[src/rtl/seq_pkg.sv]
// Shared types and opcode constants for the program sequencer.
package seq_pkg;

    typedef enum logic [2:0] {
        S_IDLE   = 3'd0,
        S_FETCH  = 3'd1,
        S_EXEC   = 3'd2,
        S_JFETCH = 3'd3,
        S_JLOAD  = 3'd4,
        S_HALT   = 3'd5
    } state_e;

    // Jump condition, taken from the low bits of the jump opcode.
    typedef enum logic [1:0] {
        JK_ALWAYS = 2'd0,
        JK_CY     = 2'd1,
        JK_NCY    = 2'd2
    } jkind_e;

    localparam logic [7:0] OP_ST   = 8'h80;
    localparam logic [7:0] OP_CLRC = 8'h90;
    localparam logic [7:0] OP_JMP  = 8'hA0;
    localparam logic [7:0] OP_JC   = 8'hA1;
    localparam logic [7:0] OP_JNC  = 8'hA2;
    localparam logic [7:0] OP_NOP  = 8'hE0;
    localparam logic [7:0] OP_HALT = 8'hF0;

    localparam int         ALU_W    = 3;
    localparam logic [2:0] ALU_NONE = 3'd0;

    function automatic logic jump_taken(input jkind_e kind, input logic cy);
        case (kind)
            JK_ALWAYS: return 1'b1;
            JK_CY:     return cy;
            JK_NCY:    return !cy;
            default:   return 1'b0;
        endcase
    endfunction

endpackage

[src/rtl/seq_decode.sv]
// Combinational instruction decoder: instruction word to datapath strobes and flow-control flags.
module seq_decode
    import seq_pkg::*;
#(
    parameter int REG_W = 4
) (
    input  logic [7:0]       instr_i,
    output logic [REG_W-1:0] reg_addr_o,
    output logic [ALU_W-1:0] alu_code_o,
    output logic             reg_ce_o,
    output logic             cy_ce_o,
    output logic             a_ce_o,
    output logic             reset_cy_o,
    output logic             is_jump_o,
    output jkind_e           jkind_o,
    output logic             is_halt_o,
    output logic             is_illegal_o
);

    always_comb begin
        reg_addr_o   = '0;
        alu_code_o   = ALU_NONE;
        reg_ce_o     = 1'b0;
        cy_ce_o      = 1'b0;
        a_ce_o       = 1'b0;
        reset_cy_o   = 1'b0;
        is_jump_o    = 1'b0;
        jkind_o      = JK_ALWAYS;
        is_halt_o    = 1'b0;
        is_illegal_o = 1'b0;

        if (!instr_i[7]) begin
            alu_code_o = instr_i[6:4];
            reg_addr_o = REG_W'(instr_i[3:0]);
            a_ce_o     = 1'b1;
            cy_ce_o    = 1'b1;
        end else if (instr_i[7:4] == OP_ST[7:4]) begin
            reg_addr_o = REG_W'(instr_i[3:0]);
            reg_ce_o   = 1'b1;
        end else begin
            case (instr_i)
                OP_CLRC: reset_cy_o = 1'b1;
                OP_JMP: begin
                    is_jump_o = 1'b1;
                    jkind_o   = JK_ALWAYS;
                end
                OP_JC: begin
                    is_jump_o = 1'b1;
                    jkind_o   = JK_CY;
                end
                OP_JNC: begin
                    is_jump_o = 1'b1;
                    jkind_o   = JK_NCY;
                end
                OP_NOP:  ;
                OP_HALT: is_halt_o = 1'b1;
                default: is_illegal_o = 1'b1;
            endcase
        end
    end

endmodule

[src/rtl/pp_sequencer.sv]
// Program sequencer: fetches from a 1-cycle-latency ROM, executes ALU/ST/CLRC/jump/halt,
// and drives one-cycle datapath strobes during EXEC.
module pp_sequencer
    import seq_pkg::*;
#(
    parameter int ADDR_W = 5,
    parameter int REG_W  = 4
) (
    input  logic              clk,
    input  logic              Reset,
    input  logic              start,
    input  logic              step_mode,
    input  logic [7:0]        instr,
    input  logic              cy,
    output logic [ADDR_W-1:0] prog_addr,
    output logic [REG_W-1:0]  RegAddr,
    output logic [2:0]        ALUCode,
    output logic              Reg_CE,
    output logic              CY_CE,
    output logic              A_CE,
    output logic              ResetCY,
    output logic              busy,
    output logic              halted,
    output logic              illegal
);

    state_e            state_q, state_d;
    logic [ADDR_W-1:0] pc_q, pc_d;
    logic              illegal_q, illegal_d;
    jkind_e            jkind_q, jkind_d;

    logic [REG_W-1:0]  dec_reg_addr;
    logic [ALU_W-1:0]  dec_alu_code;
    logic              dec_reg_ce, dec_cy_ce, dec_a_ce, dec_reset_cy;
    logic              dec_is_jump, dec_is_halt, dec_is_illegal;
    jkind_e            dec_jkind;
    logic              exec_en;

    seq_decode #(.REG_W(REG_W)) u_decode (
        .instr_i      (instr),
        .reg_addr_o   (dec_reg_addr),
        .alu_code_o   (dec_alu_code),
        .reg_ce_o     (dec_reg_ce),
        .cy_ce_o      (dec_cy_ce),
        .a_ce_o       (dec_a_ce),
        .reset_cy_o   (dec_reset_cy),
        .is_jump_o    (dec_is_jump),
        .jkind_o      (dec_jkind),
        .is_halt_o    (dec_is_halt),
        .is_illegal_o (dec_is_illegal)
    );

    // Reset masks the strobes in its own cycle, even if the FSM sits in EXEC.
    assign exec_en = (state_q == S_EXEC) && !Reset;

    assign prog_addr = pc_q;
    assign RegAddr   = exec_en ? dec_reg_addr : '0;
    assign ALUCode   = exec_en ? dec_alu_code : ALU_NONE;
    assign Reg_CE    = exec_en && dec_reg_ce;
    assign CY_CE     = exec_en && dec_cy_ce;
    assign A_CE      = exec_en && dec_a_ce;
    assign ResetCY   = exec_en && dec_reset_cy;
    assign busy      = (state_q == S_FETCH) || (state_q == S_EXEC) ||
                       (state_q == S_JFETCH) || (state_q == S_JLOAD);
    assign halted    = (state_q == S_HALT);
    assign illegal   = illegal_q;

    always_comb begin
        state_d   = state_q;
        pc_d      = pc_q;
        illegal_d = illegal_q;
        jkind_d   = jkind_q;

        case (state_q)
            S_IDLE: begin
                if (start) state_d = S_FETCH;
            end
            S_FETCH: state_d = S_EXEC;
            S_EXEC: begin
                pc_d = pc_q + ADDR_W'(1);
                if (dec_is_illegal) illegal_d = 1'b1;
                if (dec_is_jump) begin
                    jkind_d = dec_jkind;
                    state_d = S_JFETCH;
                end else if (dec_is_halt) begin
                    state_d = S_HALT;
                end else begin
                    state_d = step_mode ? S_IDLE : S_FETCH;
                end
            end
            S_JFETCH: state_d = S_JLOAD;
            // instr now holds the target word fetched from PC during JFETCH.
            S_JLOAD: begin
                pc_d    = jump_taken(jkind_q, cy) ? instr[ADDR_W-1:0] : pc_q + ADDR_W'(1);
                state_d = step_mode ? S_IDLE : S_FETCH;
            end
            S_HALT: begin
                if (start) begin
                    pc_d      = '0;
                    illegal_d = 1'b0;
                    state_d   = S_FETCH;
                end
            end
            default: state_d = S_IDLE;
        endcase
    end

    always_ff @(posedge clk) begin
        if (Reset) begin
            state_q   <= S_IDLE;
            pc_q      <= '0;
            illegal_q <= 1'b0;
            jkind_q   <= JK_ALWAYS;
        end else begin
            state_q   <= state_d;
            pc_q      <= pc_d;
            illegal_q <= illegal_d;
            jkind_q   <= jkind_d;
        end
    end

endmodule

[config.mk]
export PLATFORM = sky130hd
export DESIGN_NAME = pp_sequencer
export DESIGN_NICKNAME = d
export VERILOG_FILES = /design/src/rtl/seq_pkg.sv /design/src/rtl/seq_decode.sv /design/src/rtl/pp_sequencer.sv
export SDC_FILE = /design/constraint.sdc
export NUM_CORES = 1
export LEC_CHECK = 0
export CAP_MARGIN = 40
export CORE_UTILIZATION = 41
export CTS_BUF_LIST = sky130_fd_sc_hd__clkbuf_4
export DETAILED_ROUTE_END_ITERATION = 12
export PLACE_DENSITY = 0.73
export SYNTH_ARGS = -nofsm -noshare
export SYNTH_HDL_FRONTEND = slang
export SYNTH_HIERARCHICAL = 1
export SYNTH_SLANG_ARGS = --single-unit
[constraint.sdc]
create_clock -name clk -period 2.1 [get_ports clk]
set_clock_uncertainty 0.15 [all_clocks]
set_input_delay 0.42 -clock clk [delete_from_list [all_inputs] [get_ports clk]]
set_output_delay 0.42 -clock clk [all_outputs]
set_load 0.01 [all_outputs]
==> key figures <==
Hold path
  • Worst hold-check path type: reg -> reg
  • Hold path startpoint: jkind_q[0]$_SDFFE_PP0P_

Die
  • Core Region: between 0.002 and 0.0025 mm²
  • Rows: 18
  • I/O pins: 32
  • Die W: 52.8 µm
  • Initial Util: 0.431
  • Die footprint: around 0.0028 mm²
  • Die Span Y: 52.8 µm

Run status
  • Violated checks: setup timing
  • Status: complete, but fails checks

Finish
  • Ant diodes: 0
  • Most frequent cells in the layout: buf_4 (25), and3_1 (10), dfxtp_1 (10), clkdlybuf4s50_1 (10), nand2_1 (9)
  • Layout cells sized above 1: 0.375
  • Nets: 207
  • Area Overhead vs Synth: 57.4%
  • Commonest non-fill, non-tap cell in the layout: buf_4
  • Fin area: roughly 0.0017 mm²

Synthesis
  • Sequential area share after synthesis: 0.208
  • Mapped Nets: 150
  • Ys async rst share: 0
  • Post-synth EDFFs: 0
  • Syn_area_per_cell: 7.78 µm²
  • Yosys reg bits: 11
  • Mapped Cells: between 100 and 150
  • Post-synthesis instance area: around 0.0011 mm²
  • Distinct cells, synth: 48
  • Main flop type after synthesis: dfxtp_1
  • YS warnings: 6

CTS
  • CTS root buf: clkbuf_4
  • Inserted Clock Buffers: 3
  • Max Root-Sink Buffers: 2
  • CTS Hold Bufs: 0
  • CTS tree: built
  • Worst-path clk slew: 70 ps
  • Clock sink count: 11
  • H-tree depth: 1
  • Clk_lat worst skew: around 280 ps

STA
  • Final Max Tran Viols: 0
  • Unrepaired setup endpoints after global routing: yes
  • F_max: roughly 420 MHz
  • Slew HR: 0.782
  • Hold slack: roughly 350 ps
  • Post-Route Setup TNS: -454 ps
  • Final Setup Violations: 2
  • Min Tclk post-route: 2400 ps
  • Final Worst Setup Slack: -296 ps
  • Final Hold Viols: 0
  • Tcrit/Tclk final: 1.14
  • Measured slew at the worst slew-check pin: between 300 and 400 ps

Global routing
  • Pin count of the biggest net entering global routing: 19
  • First-pass GRT wire length: around 5300 µm
  • Vias in the first global route: 1220
  • GRT Residual Overflow: 0
  • Gr usage total: 0.260
  • Initial antenna violation count: 0

Route
  • DRC: 0
  • ANT nets after route: 0
  • Routed Wire Length: 3380 µm
  • DRT iter0 DRCs: 19
  • WL/cell: around 15 µm
  • Vias per cell: 5.72
  • Total vias in the final route: between 1000 and 1500
  • 1st-pass router iterations: 5

Power and ir drop
  • Total power: ~610 µW
  • Leak: 0.000723 µW
  • Worst IR Drop VDD: about 0.00036 V
  • Pwr/cell area: roughly 370 mW/mm²

Placement
  • IO buf count: 31
  • Place WS: -1100 ps
  • DP Area: 0.00154 mm²
  • GPL Wtd Cong: 0.826
  • Hpwl dp: 2320 µm

Worst setup path
  • Crit path DAT: ~1800 ps
  • Setup crit start: instr[0]
  • CP required: between 1500 and 2000 ps
  • Critical R2R Launch: state_q[2]$_SDFFE_PP0P_
  • Crit Path Category: in -> out
  • Worst R2R Setup Slack: ~500 ps
  • Critical path peak fanout: 2
  • CP startpoint kind: primary input
  • Reg2Reg Depth: 6
  • End of the worst register-to-register path: prog_addr[2]$_SDFFE_PP0P_
  • Worst setup path end: ResetCY
  • Crit path capture type: output port

Flow run
  • Max_cap viols: 0
cell type report:
type,instances,area (µm²)
Multi-Input combinational cell,111,821
Fill cell,203,788
Timing Repair Buffer,61,538
Sequential cell,11,221
Tap cell,30,37.5
Clock buffer,4,30.0
Inverter,5,18.8
Yosys cell counts (3+ instances only):
master	n	share of area
a21oi_1	9	0.043
and2_1	6	0.035
and2b_2	4	0.033
and3_1	11	0.065
buf_2	3	0.014
clkbuf_1	3	0.011
dfxtp_1	11	0.21
inv_1	5	0.018
nand2_1	9	0.032
nand2b_1	4	0.024
nand3_1	6	0.028
nor2_1	8	0.028
nor3_1	6	0.028
nor3b_1	3	0.021
o21ai_0	3	0.014
xnor2_1	4	0.033
routing by layer:
layer  part of all wire  up-vias  routed length, µm  track usage
li1                   -      616                  -            -
met1               0.43      616               1470        0.303
met2               0.51       30               1720        0.458
met3              0.039        8                131       0.0725
met4              0.016        0                 53       0.0702
met5                  0        -                  0            0
timing repair:
| item | 4_1_cts | 5_1_grt |
|---|---|---|
| setup endpoints to repair | 19 | 9 |
| setup buffers | 6 | 2 |
| pin swaps | 6 | 6 |
| resized for setup | 59 | 12 |
power by group:
part / switching [µW] / internal [µW]
registers: 9.27 / 217
clock network: 82.0 / 86.8
logic: 105 / 113
worst min path at each step:
stage / to / slack (ps) / depth (start not counted)
final: jkind_q[0]$_SDFFE_PP0P_ / 350 / 2
after global routing: jkind_q[0]$_SDFFE_PP0P_ / 370 / 2
after CTS: jkind_q[0]$_SDFFE_PP0P_ / 350 / 2
after detailed placement: jkind_q[0]$_SDFFE_PP0P_ / 340 / 2
after global placement: jkind_q[1]$_SDFFE_PP0P_ / 330 / 2
after floorplan: jkind_q[0]$_SDFFE_PP0P_ / 320 / 2
registers in the layout (all words and copies together), names as in the netlist:
register / flops
jkind_q: 2
state_q: 3
illegal: 1
prog_addr: 5
per-stage QoR:
step / utilization / std cells
detailed placement: 0.627 / 210
finish: 0.679 / 222
floorplan: - / 136
CTS: 0.659 / 220
global placement: 0.627 / 210
global route: 0.679 / 222
cells by family after synthesis:
group                      Yosys count  share of synthesized area
AOI/OAI and AO/OA                   31                      0.214
xor gates and xnor gates             4                     0.0331
adders and majority gates            1                     0.0118
buffers and inverters               14                     0.0709
DFF                                 11                      0.208
muxes                                1                     0.0213
and+or+nand+nor                     74                      0.441
critical path, cell delays in order:
cell	delay (ps)
clkdlybuf4s50_1	460
or4b_4	550
nor3_2	120
and3_4	190
buf_6	90
Note: power is estimated with default switching activity, not from simulation.
